$ cat config.mk
export PLATFORM = sky130hd
export DESIGN_NAME = sample_playback_ctrl
export DESIGN_NICKNAME = d
export VERILOG_FILES = /design/src/rtl/sample_playback_ctrl_pkg.sv /design/src/rtl/sample_fifo.sv /design/src/rtl/sample_playback_ctrl.sv
export SDC_FILE = /design/constraint.sdc
export NUM_CORES = 1
export LEC_CHECK = 0
export ABC_AREA = 1
export CORE_MARGIN = 8
export CORE_UTILIZATION = 45
export DETAILED_ROUTE_END_ITERATION = 10
export GPL_TIMING_DRIVEN = 0
export PLACE_DENSITY = 0.61
export SLEW_MARGIN = 0
export SYNTH_ARGS = -nofsm -noshare
export SYNTH_HDL_FRONTEND = slang
export SYNTH_SLANG_ARGS = --single-unit
$ cat constraint.sdc
create_clock -name clk -period 8.3 [get_ports clk]
set_input_delay 1.245 -clock clk [delete_from_list [all_inputs] [get_ports clk]]
set_output_delay 1.245 -clock clk [all_outputs]
set_load 0.02 [all_outputs]
$ cat src/rtl/sample_playback_ctrl_pkg.sv
// sample_playback_ctrl_pkg: shared widths, defaults, FSM encoding and width helper
package sample_playback_ctrl_pkg;

    localparam int DEF_DATA_W    = 13;
    localparam int DEF_PERIOD    = 5000;
    localparam int DEF_CNT_W     = 19;
    localparam int DEF_DEPTH     = 4;
    localparam int DEF_PRIME_LVL = 2;

    typedef logic [1:0] state_t;

    localparam state_t ST_IDLE  = 2'd0;
    localparam state_t ST_PRIME = 2'd1;
    localparam state_t ST_RUN   = 2'd2;

    function automatic int clog2(input int v);
        int r;
        r = 0;
        while ((1 << r) < v) r++;
        return r;
    endfunction

endpackage

$ cat src/rtl/sample_fifo.sv
// sample_fifo: first-word-fall-through FIFO with flush; flush beats push and pop
module sample_fifo
    import sample_playback_ctrl_pkg::*;
#(
    parameter int DATA_W = DEF_DATA_W,
    parameter int DEPTH  = DEF_DEPTH,
    localparam int AW    = clog2(DEPTH),
    localparam int LW    = AW + 1
) (
    input  logic              clk,
    input  logic              rst,
    input  logic              push,
    input  logic              pop,
    input  logic              flush,
    input  logic [DATA_W-1:0] wr_data,
    output logic              full,
    output logic              empty,
    output logic [LW-1:0]     level,
    output logic [DATA_W-1:0] head
);

    logic [DATA_W-1:0] mem_q [DEPTH];
    logic [DATA_W-1:0] mem_d [DEPTH];
    logic [AW-1:0]     rd_q, rd_d, wr_q, wr_d;
    logic [LW-1:0]     level_q, level_d;
    logic              do_push, do_pop;

    assign full    = level_q == LW'(DEPTH);
    assign empty   = level_q == '0;
    assign level   = level_q;
    assign head    = mem_q[rd_q];
    assign do_push = push && !full && !flush;
    assign do_pop  = pop && !empty && !flush;

    // next storage, pointers and occupancy; pointers wrap naturally (DEPTH is 2**AW)
    always_comb begin
        mem_d = mem_q;
        if (do_push) mem_d[wr_q] = wr_data;
        rd_d    = flush ? '0 : rd_q + AW'(do_pop);
        wr_d    = flush ? '0 : wr_q + AW'(do_push);
        level_d = flush ? '0 : level_q + LW'(do_push) - LW'(do_pop);
    end

    // state registers; reset also clears stored samples
    always_ff @(posedge clk or posedge rst) begin
        if (rst) begin
            mem_q   <= '{default: '0};
            rd_q    <= '0;
            wr_q    <= '0;
            level_q <= '0;
        end else begin
            mem_q   <= mem_d;
            rd_q    <= rd_d;
            wr_q    <= wr_d;
            level_q <= level_d;
        end
    end

endmodule

$ cat src/rtl/sample_playback_ctrl.sv
// sample_playback_ctrl: paces queued samples to the DAC at a fixed period, flags underruns
module sample_playback_ctrl
    import sample_playback_ctrl_pkg::*;
#(
    parameter int DATA_W    = DEF_DATA_W,
    parameter int PERIOD    = DEF_PERIOD,
    parameter int CNT_W     = DEF_CNT_W,
    parameter int DEPTH     = DEF_DEPTH,
    parameter int PRIME_LVL = DEF_PRIME_LVL,
    localparam int LW       = clog2(DEPTH) + 1
) (
    input  logic              clk,
    input  logic              rst,
    input  logic              en_play,
    input  logic              flush,
    input  logic [DATA_W-1:0] in_data,
    input  logic              in_valid,
    output logic              in_ready,
    output logic [DATA_W-1:0] dac_data,
    output logic              dac_strobe,
    output logic              underrun,
    output logic [LW-1:0]     fifo_level
);

    logic              full, empty, push, pop, slot;
    logic [DATA_W-1:0] head;
    state_t            st_q, st_d;
    logic [CNT_W-1:0]  cnt_q, cnt_d;
    logic [DATA_W-1:0] dac_q, dac_d;
    logic              strobe_q, strobe_d;
    logic              und_q, und_d;
    logic              en_q, en_d;

    // ready is purely FIFO space this cycle; a same-cycle pop never opens it
    assign in_ready   = !full && !flush;
    assign push       = in_valid && in_ready;
    assign slot       = st_q == ST_RUN && en_play && cnt_q == CNT_W'(PERIOD - 1);
    assign pop        = slot && !flush;
    assign dac_data   = dac_q;
    assign dac_strobe = strobe_q;
    assign underrun   = und_q;

    sample_fifo #(
        .DATA_W (DATA_W),
        .DEPTH  (DEPTH)
    ) u_fifo (
        .clk     (clk),
        .rst     (rst),
        .push    (push),
        .pop     (pop),
        .flush   (flush),
        .wr_data (in_data),
        .full    (full),
        .empty   (empty),
        .level   (fifo_level),
        .head    (head)
    );

    // playback FSM, period counter, output slot and sticky underrun
    always_comb begin
        st_d     = !en_play ? ST_IDLE
                 : st_q == ST_RUN ? ST_RUN
                 : (st_q == ST_PRIME && fifo_level >= LW'(PRIME_LVL)) ? ST_RUN
                 : ST_PRIME;
        cnt_d    = (st_q == ST_RUN && en_play && !slot) ? cnt_q + CNT_W'(1) : '0;
        strobe_d = slot;
        dac_d    = (slot && !empty && !flush) ? head : dac_q;
        und_d    = (en_q && !en_play) ? 1'b0 : und_q | (slot && (empty || flush));
        en_d     = en_play;
    end

    // controller registers
    always_ff @(posedge clk or posedge rst) begin
        if (rst) begin
            st_q     <= ST_IDLE;
            cnt_q    <= '0;
            dac_q    <= '0;
            strobe_q <= 1'b0;
            und_q    <= 1'b0;
            en_q     <= 1'b0;
        end else begin
            st_q     <= st_d;
            cnt_q    <= cnt_d;
            dac_q    <= dac_d;
            strobe_q <= strobe_d;
            und_q    <= und_d;
            en_q     <= en_d;
        end
    end

endmodule

==> results of run 1 <==
## power groups by stage
stage	Sequential [mW]	Clock, mW	Combinational [mW]
after detailed placement	0.568	0	0.143
after CTS	0.558	0.390	0.144
after global routing	0.565	0.404	0.166
final	0.558	0.380	0.143
after global placement	0.565	0	0.136
after floorplan	0.562	0	0.0987
## per-layer routing
layer / up-vias / track usage [%] / part of all wire [%]
li1: 1934 / - / -
met1: 1816 / 21.1 / 45
met2: 82 / 27.8 / 50
met3: 10 / 2.31 / 4.0
met4: 0 / 7.35 / 1.2
met5: - / 0 / 0
## synthesized netlist by cell type (all sizes together)
cell type / number / area, µm²
fa: 1 / 20.0
or2: 1 / 8.76
nand3: 36 / 193
dfrtp: 96 / 2400
ha: 6 / 75.1
a21boi: 1 / 7.51
o211ai: 13 / 97.6
xnor2: 3 / 26.3
buf: 22 / 148
nand4: 19 / 149
o21ai: 29 / 156
a21oi: 31 / 166
xor2: 7 / 61.3
nand2: 165 / 637
o31ai: 1 / 7.51
inv: 65 / 244
clkbuf: 3 / 11.3
nor3: 5 / 36.3
nor2: 72 / 350
## kinds of logic (layout without fill, tap and decap cells)
group,Yosys count,in the layout,synth area share (%)
fa+ha+maj,7,7,1.98
simple gates,298,298,28.6
xor+xnor,10,10,1.83
buf+inv,90,143,8.40
flops,96,96,50.1
compound gates,75,75,9.08
## registers in the layout, summed over array words and instances (netlist names)
register	cells
u_fifo.wr_q	2
u_fifo.level	3
dac_data	13
st_q	2
en_q	1
cnt_q	19
u_fifo.mem_q	52
dac_strobe	1
u_fifo.rd_q	2
underrun	1
## critical path: stages
cell	delay, ps
clkdlybuf4s50_1	570
a21oi_4	210
clkdlybuf4s50_1	630
## metrics by stage
| stage | power [mW] | util, % |
|---|---|---|
| after global routing | 1.13 | 54.3 |
| after global placement | 0.701 | 51.6 |
| after CTS | 1.09 | 54.3 |
| after detailed placement | 0.711 | 51.9 |
| after floorplan | 0.661 | - |
| final | 1.08 | 54.3 |
## layout make-up
cell class | instances | area, µm²
plain buffers | 25 | 159
clock buffers | 10 | 128
clock inverters | 6 | 116
fillers | 1019 | 4720
inverters | 65 | 246
multi-input cells | 390 | 1990
flip-flops and latches | 96 | 2400
well taps | 136 | 170
repair buffers | 37 | 388
## worst max path at each step
stage / end / slack [ps] / cells past startpoint
final: in_ready / 4410 / 3
after global placement: u_fifo.mem_q[24] / 3010 / 2
after floorplan: cnt_q[0] / 4550 / 1
after global routing: in_ready / 4330 / 3
after detailed placement: in_ready / 4380 / 3
after CTS: in_ready / 4380 / 3
==> results by group, run 1 <==
Status
  – Outcome: finished clean

Min path
  – Hold EP: u_fifo.mem_q[39]
  – Min-Delay Path Class: flip-flop to flip-flop
  – Hold_sp: u_fifo.mem_q[39]
  – Worst hold stages: 2

Power and ir drop
  – Combinational Power Share: 13.2%
  – Peak VDD IR: 93.2 µV
  – Pwr Density: just under 200 mW/mm²
  – Cell leakage power: 2.77 nW
  – Sw Ratio: 27.2%
  – Psw: 0.294 mW
  – Reg power frac: between 50% and 60%
  – Internal Power: 0.787 mW
  – Clock power frac: 35.2%

Timing
  – Peak Freq: 257 MHz
  – Setup Skew: 10.2 ps
  – Worst-Margin Slew: 501 ps
  – Worst hold slack: 476 ps
  – RSZ-0062 raised after global routing: false
  – Fin crit period: 3890 ps
  – Slew Limit Fails: 0
  – Slew headroom: between 60% and 70%
  – Final setup vio count: 0
  – Total negative setup slack: 0 ps
  – Slack of the critical path: 4410 ps
  – Final Cycle Share: between 40% and 50%
  – Final hold vios: 0

Critical path
  – Critical path required time: 7050 ps
  – Largest fanout on the critical path: 7
  – CP Capture Type: output pin
  – Critical path type: primary input to output pin
  – Setup crit start: flush
  – FF-to-FF path depth: 13
  – Startpoint types: primary input
  – Worst flop-to-flop path startpoint: cnt_q[0]
  – CP arrival: 2640 ps
  – R2R Setup Slk: 5770 ps
  – R2R Path End: u_fifo.level[2]

GRT
  – Number of global-route vias before repair: 3894
  – First-pass GRT wire length: 19100 µm
  – Largest net degree at the start of global routing: 63
  – Initial antenna violation count: 0
  – Gr ovfl total: 0
  – Total GRT Usage: 16.6%

Floorplan
  – Core area: around 0.010 mm²
  – Rows: 37
  – Total die area: 0.0142 mm²
  – Die height: ~120 µm
  – Boundary Pins: 37
  – Die W: 119 µm
  – Starting Density: about 46%

Drt
  – Post-route ant nets: 0
  – DR DRC count: 0
  – DRT iter0 DRCs: 274
  – Wire length per cell: 14.7 µm
  – Drt via density: 5.02
  – Routed WL: 11300 µm
  – Vias: 3842
  – Initial DRT Pass Iterations: 5

CTS
  – Num CTS Buffers: 9
  – CTS tree: yes
  – Root buf cell: clkbuf_8
  – Num Clock Sinks: 96
  – Post-CTS setup buffer count: 0
  – Clock slew at reported path FFs: about 90 ps
  – Resized cells post-CTS: 0
  – Max clock buf depth: 2
  – CTS HTree Levels: 3
  – Clock Latency Late Sink: ~380 ps
  – CTS Hold Bufs: 0

Place
  – Post-detail-place hpwl: 8400 µm
  – Cell Area, Placed: approximately 0.0054 mm²
  – Routability cong.: 0.849
  – Post-Place Cells: 749
  – Pre-CTS setup slack: around 4400 ps
  – IO Port Bufs: 36

Layout
  – Area delta synth->final: 16.8%
  – Commonest non-fill, non-tap cell in the layout: nand2_1
  – Post-route insts no fill: 765
  – Finished Cell Area: 0.00560 mm²
  – Most frequent cells in the layout: 158 x nand2_1, 96 x dfrtp_1, 61 x nor2_1
  – Share of cells above drive strength 1: 10.7%
  – Diodes inserted: 0
  – Nets: 649

Synthesis
  – Seq/Total Area, Yosys: 50.1%
  – Synthesized flop and latch total: 96
  – Mapped cell area: 0.00480 mm²
  – Warnings, synthesis: 0
  – Post-synth net total: approximately 600
  – Syn avg cell area: 8.33 µm²
  – Cell count after synthesis: 576
  – Unique cell type count in the Yosys netlist: 33

Run
  – Max Cap Viol: 0
Power figures use the tool's default switching activity.
==> run 2: changes to the inputs <==
- clock period: 8.3 -> 3.8 ns (I/O delays scaled with it)
==> results of run 2 <==
Same layout as run 1 (identical final DEF). Status: finished clean.
Main changes from that run: setup slack after placement 4380 ps -> 611 ps; setup slack after layout 4410 ps -> 1020 ps; end point of the critical path in_ready -> u_fifo.level[2]; register-to-register setup slack 5770 ps -> 1270 ps; total power 1.08 mW -> 2.36 mW; worst IR drop on VDD 93.2 µV -> 204 µV
==> run 3: changes to the inputs <==
- clock period: 3.8 -> 2.88 ns (I/O delays scaled with it)
==> results by group, run 3 (synthesis gave the netlist of run 1 again) <==
Status
  – Outcome: finished clean

GRT
  – GR Util met3: 2.22% (-0.094 points)
  – First-pass GRT wire length: 19500 µm (+2.2%)
  – Global-route met2 utilization: 28.7% (+0.91 points)
  – Largest net degree at the start of global routing: 39 (-38%)
  – Gr ovfl total: 0 (unchanged)
  – Initial antenna violation count: 0 (unchanged)
  – Total GRT Usage: 17.1% (+0.49 points)
  – Number of global-route vias before repair: 3962 (+1.7%)
  – Busiest grt layer: met2
  – M1 GR Usage: 21.6% (+0.50 points)

CTS
  – Root buf cell: clkbuf_8
  – Post-CTS setup buffer count: 0 (unchanged)
  – Max clock buf depth: 2 (unchanged)
  – CTS Hold Bufs: 0 (unchanged)
  – Clock Latency Late Sink: 370 ps (about the same)
  – CTS HTree Levels: 3 (unchanged)
  – Clock slew at reported path FFs: 90 ps (about the same)
  – Num CTS Buffers: 9 (unchanged)
  – Num Clock Sinks: 96 (unchanged)
  – CTS tree: yes
  – Resized cells post-CTS: 0 (unchanged)

Power and ir drop
  – Design Power: 3.10 mW
  – Cell leakage power: 2.78 nW (+0.50%)
  – Peak VDD IR: 367 µV
  – Pwr Density: 551 mW/mm²

Drt
  – Wire length per cell: 14.9 µm (+0.76%)
  – DRT iter0 DRCs: 214 (-22%)
  – DR DRC count: 0 (unchanged)
  – Drt via density: 4.98 (-0.81%)
  – Post-route ant nets: 0 (unchanged)
  – Routed WL: 11400 µm (+0.90%)
  – Vias: 3816 (-0.68%)
  – Initial DRT Pass Iterations: 4 (-1)

Timing
  – Final hold vios: 0 (unchanged)
  – Worst-Margin Slew: 691 ps (+190 ps)
  – Peak Freq: 398 MHz
  – Slew Limit Fails: 0 (unchanged)
  – Setup Skew: 15.2 ps (+5.05 ps)
  – Final setup vio count: 0 (unchanged)
  – Fin crit period: 2510 ps
  – Slew headroom: 53.8% (-13 points)
  – Final Cycle Share: 87.3%
  – RSZ-0062 raised after global routing: false

Run
  – Max Cap Viol: 0 (unchanged)

Critical path
  – CP Capture Type: flip-flop
  – Startpoint types: flip-flop
  – FF-to-FF path depth: 13 (unchanged)
  – CP arrival: ~2800 ps
  – Worst flop-to-flop path startpoint: cnt_q[0]
  – Largest fanout on the critical path: 10
  – Critical path required time: between 3000 and 4000 ps
  – Critical path type: flip-flop to flip-flop
  – R2R Setup Slk: 370 ps
  – R2R Path End: u_fifo.level[2]

Layout
  – Diodes inserted: 0 (unchanged)
  – Area delta synth->final: 17.1%
  – Most flops, register: u_fifo.mem_q
  – Finished Cell Area: 0.00562 mm² (+0.25%)
  – Nets: 650 (+0.15%)
  – Max FFs per register: 52 (unchanged)
  – Finished Core Util: 54.4% (+0.13 points)
  – Share of cells above drive strength 1: 11.0% (+0.30 points)
  – Commonest non-fill, non-tap cell in the layout: nand2_1
  – Fill count: 965 (-5.3%)
  – Most frequent cells in the layout: 158 x nand2_1, 96 x dfrtp_1, 61 x nor2_1

Min path
  – Worst hold stages: 2 (unchanged)
  – Hold_sp: flush
  – Min-Delay Path Class: primary input to flip-flop
  – Hold EP: u_fifo.rd_q[0]

Place
  – Cell Area, Placed: 0.00537 mm² (+0.26%)
  – Post-detail-place hpwl: 8370 µm (-0.37%)
  – Routability cong.: 0.850 (+0.15%)
  – IO Port Bufs: 36 (unchanged)

Floorplan
  – Die height: 119 µm (unchanged)
  – Rows: 37 (unchanged)
  – Die W: 119 µm (unchanged)
  – Boundary Pins: 37 (unchanged)
  – Total die area: 0.0142 mm² (unchanged)
  – Starting Density: 46.5% (unchanged)
  – Core area: 0.0103 mm² (unchanged)
-- run 3: cell types whose count changed in the layout (fill, tap and decap cells not counted), sizes merged --
| cell | change |
|---|---|
| clkdlybuf4s50 | -1 |
| clkbuf | -1 |
| clkinvlp | +1 |
| buf | +1 |
| dlymetal6s2s | +1 |
-- run 3: power by group --
part	switching (mW)	internal, mW
registers	0.0727	1.53
logic	0.264	0.155
clock network	0.492	0.580
total	0.829	2.27
-- run 3: how the worst max path moves through the flow --
stage                    start         endpoint  slack (ps)  cells past startpoint
2_1_floorplan  u_fifo.level[1]  u_fifo.level[2]         550                     14
3_3_place_gp             flush  u_fifo.level[2]        -150                     14
3_5_place_dp             flush  u_fifo.level[2]        -160                     14
4_1_cts                  flush  u_fifo.level[2]         240                     14
5_1_grt              cnt_q[14]  u_fifo.level[2]         120                     15
6_report              cnt_q[0]  u_fifo.level[2]         370                     13
-- run 3: final cells by class --
| class | instances | area, µm² | share of cell area [%] |
|---|---|---|---|
| timing repair buffer | 38 | 403 | 7.17 |
| clock inverter | 7 | 118 | 2.09 |
| clock buffer | 9 | 124 | 2.21 |
| sequential | 96 | 2400 | 42.8 |
| buffer | 25 | 159 | 2.83 |
| tap | 136 | 170 | 3.03 |
| multi-input combinational | 390 | 1990 | 35.5 |
| inverter | 65 | 248 | 4.41 |
-- run 3: worst max-delay path, stage by stage, from the launching register on --
cell and delay (ps):
dfrtp_1 390, ha_1 190, nand2_2 120, nor3_4 240
nand4_4 150, buf_6 170, inv_1 80, ha_1 230
inv_1 60, ha_1 130, inv_1 50, fa_1 370
o21ai_0 160, a21oi_1 60
-- run 3: routing by layer --
metal	wire length (µm)	share of wire [%]	up-vias
met1	5090	45	1801
met5	0	0	-
li1	-	-	1926
met3	434	3.8	16
met2	5590	49	73
met4	255	2.2	0
-- run 3: metrics by stage --
stage	setup slack [ps]	setup TNS [ps]	std cells	hold slack (ps)
floorplan	547	0	576	430
global placement	-148	-232	748	445
detailed placement	-159	-246	750	454
CTS	235	0	766	476
global route	123	0	766	487
finish	367	0	766	467
